File: src/rtl/msrv32_pkg.sv
// Shared constants and types for the msrv32 instruction-fetch slice.
// Includes the fetch-queue entry layout and the instruction field positions.
package msrv32_pkg;

  localparam logic [31:0] NOP_INSTR        = 32'h0000_0013;
  localparam logic [31:0] RESET_PC_DEFAULT = 32'h0000_0000;
  localparam int unsigned QUEUE_DEPTH_DEF  = 32'd2;

  localparam int unsigned OPC_LSB = 32'd0;
  localparam int unsigned OPC_MSB = 32'd6;
  localparam int unsigned RD_LSB  = 32'd7;
  localparam int unsigned RD_MSB  = 32'd11;
  localparam int unsigned F3_LSB  = 32'd12;
  localparam int unsigned F3_MSB  = 32'd14;
  localparam int unsigned RS1_LSB = 32'd15;
  localparam int unsigned RS1_MSB = 32'd19;
  localparam int unsigned RS2_LSB = 32'd20;
  localparam int unsigned RS2_MSB = 32'd24;
  localparam int unsigned IMM_LSB = 32'd7;
  localparam int unsigned IMM_MSB = 32'd31;

  typedef struct packed {
    logic [31:0] pc;
    logic [31:0] instr;
    logic        fault;
    logic        misalign;
  } fetch_entry_t;

  localparam fetch_entry_t EMPTY_ENTRY = '{pc: 32'h0000_0000, instr: NOP_INSTR,
                                           fault: 1'b0, misalign: 1'b0};

  function automatic logic pc_misaligned(input logic [31:0] pc);
    return (pc[1:0] != 2'b00);
  endfunction

endpackage

File: src/rtl/msrv32_fetch_queue.sv
// Two-entry FIFO of fetch entries; head is driven directly from storage registers.
// A push into a full queue is accepted only when a pop happens in the same cycle.
module msrv32_fetch_queue
  import msrv32_pkg::*;
#(
  parameter int unsigned DEPTH = QUEUE_DEPTH_DEF
) (
  input  logic         clk_in,
  input  logic         rst_in,
  input  logic         push,
  input  logic         pop,
  input  logic         flush,
  input  fetch_entry_t push_entry,
  output logic         full,
  output logic         empty,
  output fetch_entry_t head
);

  fetch_entry_t entry0_r;
  fetch_entry_t entry1_r;
  logic         wr_ptr_r;
  logic         rd_ptr_r;
  logic [1:0]   count_r;
  logic         push_ok_s;
  logic         pop_ok_s;

  assign full  = (count_r == 2'(DEPTH));
  assign empty = (count_r == 2'd0);
  assign head  = rd_ptr_r ? entry1_r : entry0_r;

  // Qualify push/pop against occupancy.
  always_comb begin
    pop_ok_s  = pop & ~empty;
    push_ok_s = push & (~full | pop_ok_s);
  end

  // Storage, pointers and occupancy count.
  always_ff @(posedge clk_in or posedge rst_in) begin
    if (rst_in) begin
      entry0_r <= EMPTY_ENTRY;
      entry1_r <= EMPTY_ENTRY;
      wr_ptr_r <= 1'b0;
      rd_ptr_r <= 1'b0;
      count_r  <= 2'd0;
    end else if (flush) begin
      wr_ptr_r <= 1'b0;
      rd_ptr_r <= 1'b0;
      count_r  <= 2'd0;
    end else begin
      if (push_ok_s) begin
        if (wr_ptr_r) begin
          entry1_r <= push_entry;
        end else begin
          entry0_r <= push_entry;
        end
        wr_ptr_r <= ~wr_ptr_r;
      end
      if (pop_ok_s) begin
        rd_ptr_r <= ~rd_ptr_r;
      end
      case ({push_ok_s, pop_ok_s})
        2'b10:   count_r <= count_r + 2'd1;
        2'b01:   count_r <= count_r - 2'd1;
        default: count_r <= count_r;
      endcase
    end
  end

endmodule

File: src/rtl/msrv32_fetch_unit.sv
// Instruction-fetch stage: owns the PC, issues word reads and buffers results.
// Handles redirects, bus errors and misaligned targets ahead of decode.
module msrv32_fetch_unit
  import msrv32_pkg::*;
#(
  parameter logic [31:0] RESET_PC    = RESET_PC_DEFAULT,
  parameter int unsigned QUEUE_DEPTH = QUEUE_DEPTH_DEF
) (
  input  logic        clk_in,
  input  logic        rst_in,
  input  logic        redirect_in,
  input  logic [31:0] target_pc_in,
  output logic [31:0] i_addr_out,
  output logic        i_req_out,
  input  logic        i_ack_in,
  input  logic [31:0] i_rdata_in,
  input  logic        i_err_in,
  output logic        instr_valid_out,
  input  logic        instr_ready_in,
  output logic [31:0] instr_out,
  output logic [31:0] pc_out,
  output logic [24:0] imm_instr_out,
  output logic [6:0]  opcode_out,
  output logic [2:0]  funct3_out,
  output logic [4:0]  rd_addr_out,
  output logic [4:0]  rs1_addr_out,
  output logic [4:0]  rs2_addr_out,
  output logic        fetch_fault_out,
  output logic        fetch_misalign_out
);

  logic [31:0]  pc_r;
  logic         halt_r;
  logic         misalign_pend_r;
  logic         accept_s;
  logic         pop_s;
  logic         push_s;
  fetch_entry_t push_entry_s;
  logic         q_full_s;
  logic         q_empty_s;
  fetch_entry_t head_s;

  assign instr_valid_out = ~q_empty_s;
  assign pop_s           = instr_valid_out & instr_ready_in & ~redirect_in;
  assign i_req_out       = ~rst_in & ~redirect_in & ~halt_r & (~q_full_s | pop_s);
  assign accept_s        = i_req_out & i_ack_in;
  assign i_addr_out      = pc_r;

  // Select what enters the queue: a pending misalign marker or the acked bus word.
  always_comb begin
    push_s       = 1'b0;
    push_entry_s = EMPTY_ENTRY;
    if (redirect_in) begin
      push_s = 1'b0;
    end else if (misalign_pend_r) begin
      push_s       = 1'b1;
      push_entry_s = '{pc: pc_r, instr: NOP_INSTR, fault: 1'b0, misalign: 1'b1};
    end else if (accept_s) begin
      push_s       = 1'b1;
      push_entry_s = '{pc: pc_r, instr: (i_err_in ? NOP_INSTR : i_rdata_in),
                       fault: i_err_in, misalign: 1'b0};
    end else begin
      push_s = 1'b0;
    end
  end

  // PC, halt and misalign-pending state; redirect overrides everything.
  always_ff @(posedge clk_in or posedge rst_in) begin
    if (rst_in) begin
      pc_r            <= RESET_PC;
      halt_r          <= 1'b0;
      misalign_pend_r <= 1'b0;
    end else if (redirect_in) begin
      pc_r            <= target_pc_in;
      halt_r          <= pc_misaligned(target_pc_in);
      misalign_pend_r <= pc_misaligned(target_pc_in);
    end else begin
      misalign_pend_r <= 1'b0;
      if (accept_s) begin
        pc_r   <= pc_r + 32'd4;
        halt_r <= halt_r | i_err_in;
      end
    end
  end

  msrv32_fetch_queue #(
    .DEPTH (QUEUE_DEPTH)
  ) u_queue (
    .clk_in     (clk_in),
    .rst_in     (rst_in),
    .push       (push_s),
    .pop        (pop_s),
    .flush      (redirect_in),
    .push_entry (push_entry_s),
    .full       (q_full_s),
    .empty      (q_empty_s),
    .head       (head_s)
  );

  // Decode-facing fields come straight from the head register.
  assign instr_out          = head_s.instr;
  assign pc_out             = head_s.pc;
  assign imm_instr_out      = head_s.instr[IMM_MSB:IMM_LSB];
  assign opcode_out         = head_s.instr[OPC_MSB:OPC_LSB];
  assign funct3_out         = head_s.instr[F3_MSB:F3_LSB];
  assign rd_addr_out        = head_s.instr[RD_MSB:RD_LSB];
  assign rs1_addr_out       = head_s.instr[RS1_MSB:RS1_LSB];
  assign rs2_addr_out       = head_s.instr[RS2_MSB:RS2_LSB];
  assign fetch_fault_out    = instr_valid_out & head_s.fault;
  assign fetch_misalign_out = instr_valid_out & head_s.misalign;

endmodule
File: config.mk
export PLATFORM = sky130hd
export DESIGN_NAME = msrv32_fetch_unit
export DESIGN_NICKNAME = d
export VERILOG_FILES = /design/src/rtl/msrv32_pkg.sv /design/src/rtl/msrv32_fetch_queue.sv /design/src/rtl/msrv32_fetch_unit.sv
export SDC_FILE = /design/constraint.sdc
export NUM_CORES = 1
export LEC_CHECK = 0
export BUFFER_PORTS_ARGS = -buffer_cell sky130_fd_sc_hd__buf_2
export CAP_MARGIN = 20
export CORE_ASPECT_RATIO = 0.5
export CORE_MARGIN = 4
export CORE_UTILIZATION = 48
export CTS_CLUSTER_DIAMETER = 80
export DETAILED_ROUTE_END_ITERATION = 10
export GPL_ROUTABILITY_DRIVEN = 0
export PLACE_DENSITY = 0.74
export SYNTH_ARGS = -nofsm -noshare
export SYNTH_HDL_FRONTEND = slang
export SYNTH_SLANG_ARGS = --single-unit
File: constraint.sdc
create_clock -name clk_in -period 4.97 [get_ports clk_in]
set_input_delay 0.497 -clock clk_in [delete_from_list [all_inputs] [get_ports clk_in]]
set_output_delay 0.497 -clock clk_in [all_outputs]
set_load 0.01 [all_outputs]
[Yosys cells after proc, flatten, opt, wreduce, memory -nomap -nowiden]
Index checks and enable logic that the tools add are counted.
Operators by class
  $add $sub $neg: 3
  equality and inequality tests: 3
  multiplexer cells: 18
  bitwise operators: 20
  reduce and logical (&&, ||, !) cells: 8
Operator list (number)
  2-to-1 mux 66 bit: 3
  2-to-1 mux 32 bit: 3
  adder 32 x 3 -> 32 bit (second input constant): 1
  bitwise AND 1 bit: 10
  2-to-1 mux 1 bit: 10
  nonzero test 2 bit: 4
  NOT 1 bit: 7
  AND reduction 3 bit: 2
  equality test 2 bit (second input constant): 2
  one-hot mux 2 bit (2 select lines): 1
  bitwise OR 1 bit: 3
  nonzero test 3 bit: 1
  adder 2 x 1 -> 2 bit (second input constant): 1
  equality test 2 x 1 -> 1 bit (second input constant): 1
  zero test 2 bit: 1
  2-to-1 mux 2 bit: 1
  subtractor 2 x 1 -> 2 bit (second input constant): 1
Word-level totals
  register bits after elaboration: 170
  output and inout port bits: 150

[Logic depth before layout (Yosys ltp)]
  depth in word-level cells: 14
  depth in mapped cells: 10
  mapped depth without buffers: 6

[Hierarchy]
A second synthesis with hierarchy kept.
Unflattened totals
  cell total of the unflattened synthesis: 762
  area, all modules: 9106.2 µm²
Modules (own cells, without submodules)
  msrv32_fetch_queue: instances 1, cells each 378, area an instance 6000.8 µm²
  msrv32_fetch_unit: instances 1, cells each 384, area an instance 3105.5 µm²

[Least setup slack after synthesis]
Ideal clock, no wire load.
  path kind: input -> register
  from: input port rst_in
  to: register u_queue.entry1_r[41] (netlist bit)
  library setup time: 0.125 ns
  data arrival time: 2.329 ns
  setup slack: 2.515 ns
  stages on the path: 8
  buffers on the path: 4
  cells stage by stage: or3b_1 buf_2 nor2b_1 buf_6 or4b_4 buf_6 buf_6 mux2_4
On the way
  word-level cells in the longest chain between the ends: 10
  elaborated cells between the ends (all ways): 12
  classes of those cells: mux: 5; bitwise: 6; reduce/logical: 1
Ends and longest elaborated chain
  start: declaration: RTL line msrv32_fetch_unit.sv:10  | input logic rst_in,
  NOT 1 bit *: RTL line msrv32_fetch_unit.sv:45  | assign i_req_out = ~rst_in & ~redirect_in & ~halt_r & (~q_full_s | pop_s);
  bitwise AND 1 bit * (3 in a row): RTL line msrv32_fetch_unit.sv:45
  bitwise AND 1 bit *: RTL line msrv32_fetch_unit.sv:46  | assign accept_s = i_req_out & i_ack_in;
  2-to-1 mux 1 bit: RTL line msrv32_fetch_unit.sv:58  | end else if (accept_s) begin
  2-to-1 mux 1 bit: RTL line msrv32_fetch_unit.sv:55  | end else if (misalign_pend_r) begin
  2-to-1 mux 1 bit: RTL line msrv32_fetch_unit.sv:53  | if (redirect_in) begin
  bitwise AND 1 bit: RTL line msrv32_fetch_queue.sv:34  | push_ok_s = push & (~full | pop_ok_s);
  AND reduction 3 bit (no line)
  end signal: assignment: RTL line msrv32_fetch_queue.sv:52  | entry1_r <= push_entry;
  end: declaration: RTL line msrv32_fetch_queue.sv:20  | fetch_entry_t entry1_r;
Mark *: on every way between the ends. The rest lies on a longest branch, timed or not.
A chain may end at the register's enable or synchronous reset.

[Worst setup path after layout]
  from: register halt_r
  to: register u_queue.entry0_r[34] (netlist bit)
On the way
  word-level cells in the longest chain between the ends: 9
  elaborated cells between the ends (all ways): 11
  classes of those cells: mux: 5; bitwise: 5; reduce/logical: 1
Ends and longest elaborated chain
  start: declaration: RTL line msrv32_fetch_unit.sv:33  | logic halt_r;
  start signal: assignment: RTL line msrv32_fetch_unit.sv:75  | halt_r <= pc_misaligned(target_pc_in);
  start signal: assignment: RTL line msrv32_fetch_unit.sv:81  | halt_r <= halt_r | i_err_in;
  NOT 1 bit *: RTL line msrv32_fetch_unit.sv:45
  bitwise AND 1 bit * (2 in a row): RTL line msrv32_fetch_unit.sv:45
  bitwise AND 1 bit *: RTL line msrv32_fetch_unit.sv:46
  2-to-1 mux 1 bit: RTL line msrv32_fetch_unit.sv:58
  2-to-1 mux 1 bit: RTL line msrv32_fetch_unit.sv:55
  2-to-1 mux 1 bit: RTL line msrv32_fetch_unit.sv:53
  bitwise AND 1 bit: RTL line msrv32_fetch_queue.sv:34
  AND reduction 3 bit (no line)
  end signal: assignment: RTL line msrv32_fetch_queue.sv:54  | entry0_r <= push_entry;
  end: declaration: RTL line msrv32_fetch_queue.sv:19  | fetch_entry_t entry0_r;
Marks and branches as above.

==> results by group <==
Drt
  • Post-Route WL: 19700 µm
  • Vias/cell: 5.43
  • Vias post-DR: 6292
  • Remaining DRCs: 0
  • Post-route ant nets: 0
  • Avg WL per Cell: 17.0 µm
  • DR iter-0 viols: 339
  • Initial DRT Pass Iterations: 5

Setup path
  • Critical Path AT: 2.96 ns
  • WP data required: 5.26 ns
  • Worst Path Max Fanout: 72
  • Crit. End Element: flip-flop
  • CP max stage cell: or4_4
  • Critical path, cell by cell: or3b_1, nor2b_1, or4_4, buf_16, mux2_4
  • CP startpoint kind: flip-flop
  • CP peak stage delay: 0.71 ns
  • Crit Path Category: flip-flop to flip-flop

Yosys
  • Post-synth EDFFs: 0
  • Asr flop ratio synth: 1.00
  • Cells after Synth: 774
  • Register area share after synthesis: 0.514
  • Yosys warnings: 0
  • Cell area after synthesis: 8300 µm²
  • Post-synth top cells: 164 x dfrtp_1, 146 x nand2_1, 102 x mux2_2
  • Top_reg_cell synth: dfrtp_1
  • Synthesized Nets: 845
  • Most frequent cell after synthesis: dfrtp_1
  • Yosys top cell by area: dfrtp_1
  • Synth unique cells: 44
  • Cells taking the most area after synthesis: dfrtp_1 49%, mux2_2 14%, nand2_1 6.6%, o21ai_0 5.1%, buf_4 4.5%
  • Post-synthesis register bit count: 170
  • Post-synth top area share: 0.495
  • Synthesized area per cell: 10.7 µm²

Floorplan
  • Number of core rows: 33
  • Die span in y: 101 µm
  • I/O pin cnt: 220
  • Core box area: 16600 µm²
  • Die area: 19600 µm²
  • Starting Density: 0.499
  • Die Wd: 194 µm

Clocking
  • Hold Buf Count CTS: 0
  • CTS buffer count: 17
  • Root buffer cell: clkbuf_16
  • Clk buf depth: 2
  • Latest clock arrival within the worst-skew pair: 0.41 ns
  • Clock sink count: 170
  • Worst-path clk slew: 0.07 ns
  • CTS tree: yes
  • Number of post-CTS setup repair buffers: 0
  • H-tree levels: 4
  • Post_cts resized: 0

Power and ir drop
  • Sw Ratio: 0.277
  • Clock network fraction of design power: 0.339
  • Power Density: 414 nW/µm²
  • Peak supply drop: 0.257 mV
  • NetSw: 0.00112 W
  • Static leakage: 4.81 nW
  • Register share of total power: 0.456
  • Int Pwr: 0.00293 W
  • Power share of the combinational group: 0.205

Timing
  • Clock skew: 0.0142 ns
  • Final setup fails: 0
  • Min Tclk post-route: 2.66 ns
  • Fmax: 376 MHz
  • TNS Setup: 0 ns
  • Unrepaired setup endpoints after global routing: false
  • Final hold vios: 0
  • Rel. slew slack: 0.336
  • Period utilisation layout: 0.536
  • Slew of the pin with the lowest slew margin: 0.996 ns
  • Fin. max-slew vios: 0

Global routing
  • Largest net degree at the start of global routing: 171
  • GRT overflow: 0
  • GR Util All Layers: 0.202
  • Vias in the first global route: 6391
  • First-pass GRT wire length: 32300 µm
  • Initial antenna violation count: 0

Placement
  • Post-place instance area: 9150 µm²
  • Post-DP HPWL: 13100 µm
  • Number of I/O port buffers: 219
  • DP Cell Count: 1126

Cells and area
  • Final Util: 0.588
  • Nets: 990
  • Post-route insts no fill: 1159
  • Share of layout cells above drive strength 1: 0.421
  • Synth-to-Final Area Change: 17.9%
  • Final Cell Area: 9780 µm²
  • Ant. Diodes: 0

Outcome
  • Outcome: completed

Worst hold path
  • Min-Delay Path Class: input pin to async pin

Run
  • Max Cap Violations: 0
## layout make-up
| cell class | count | area [µm²] |
|---|---|---|
| Fill cell | 1456 | 6860 |
| Sequential cell | 170 | 4270 |
| Multi-Input combinational cell | 498 | 3400 |
| Timing Repair Buffer | 224 | 1190 |
| Clock buffer | 20 | 447 |
| Tap cell | 227 | 284 |
| Clock inverter | 12 | 163 |
| Inverter | 8 | 33.8 |
## critical path: cells and delay by family (launching register included)
family	cells	cell delay, ns
flops	1	0.42
buf+inv	1	0.31
mux	1	0.33
simple gates	3	1.47
## layer usage
layer | part of all wire | track usage | up-vias
met1 | 0.44 | 0.260 | 3164
met3 | 0.044 | 0.0364 | 8
li1 | - | - | 2961
met2 | 0.51 | 0.360 | 159
met5 | 0 | 0 | -
met4 | 0.0048 | 0.0481 | 0
## cells by family after synthesis
logic type	count (synthesis)	synth area share
flops	170	0.514
simple gates	234	0.124
fa+ha+maj	1	0.00151
buf+inv	106	0.0769
xor+xnor	3	0.00317
mux	127	0.182
compound gates	133	0.0985
## metrics by stage
stage	total power [W]	hold WS [ns]	setup WS [ns]
final	0.00405	0.296	2.31
after global routing	0.00426	0.278	2.12
after CTS	0.00408	0.283	2.24
after detailed placement	0.00270	0.466	2.00
after global placement	0.00266	0.455	2.03
after floorplan	0.00241	0.444	2.31
## power groups by stage
stage                     clock network [W]  logic (W)  registers (W)
final                               0.00137   0.000828        0.00185
after global routing                0.00147   0.000906        0.00188
after global placement                    0   0.000810        0.00185
after detailed placement                  0   0.000837        0.00187
after floorplan                           0   0.000612        0.00180
after CTS                           0.00140   0.000839        0.00184
## state kept, by name, indices dropped and copies added, names as in the netlist
register / flops
u_queue.entry0_r: 66
i_addr_out: 32
u_queue.rd_ptr_r: 1
u_queue.count_r: 2
misalign_pend_r: 1
u_queue.entry1_r: 66
u_queue.wr_ptr_r: 1
halt_r: 1
## cell usage in the layout, fill, tap and decap left out, drive strengths merged, types with 8 or more instances in the layout
master / netlist / layout
o311ai: 16 / 16
inv: 8 / 11
nand2: 146 / 146
nor2: 25 / 25
mux2: 124 / 124
o21ai: 84 / 84
nand4: 9 / 9
clkbuf: 32 / 20
buf: 66 / 224
dfrtp: 164 / 164
nand3: 20 / 20
o211ai: 12 / 12
and3: 8 / 8
## path summary, 6_finish.rpt
path / end / slack, ns / startpoint / depth (start not counted)
max: u_queue.entry0_r[34]$_DFFE_PP0P_ / 2.31 / halt_r$_DFFE_PP0N_ / 5
min: u_queue.entry1_r[4]$_DFFE_PP0P_ / 0.30 / rst_in / 3
max reg2reg: u_queue.entry0_r[34]$_DFFE_PP0P_ / 2.31 / halt_r$_DFFE_PP0N_ / 5
min reg2reg: u_queue.entry0_r[38]$_DFFE_PP0P_ / 0.48 / u_queue.entry0_r[38]$_DFFE_PP0P_ / 2
max in group asynchronous: u_queue.rd_ptr_r$_DFFE_PP0P_ / 3.80 / rst_in / 3
min in group clk_in: i_addr_out[21]$_DFFE_PP0N_ / 0.30 / target_pc_in[21] / 2
(Power assumes the default switching activity.)
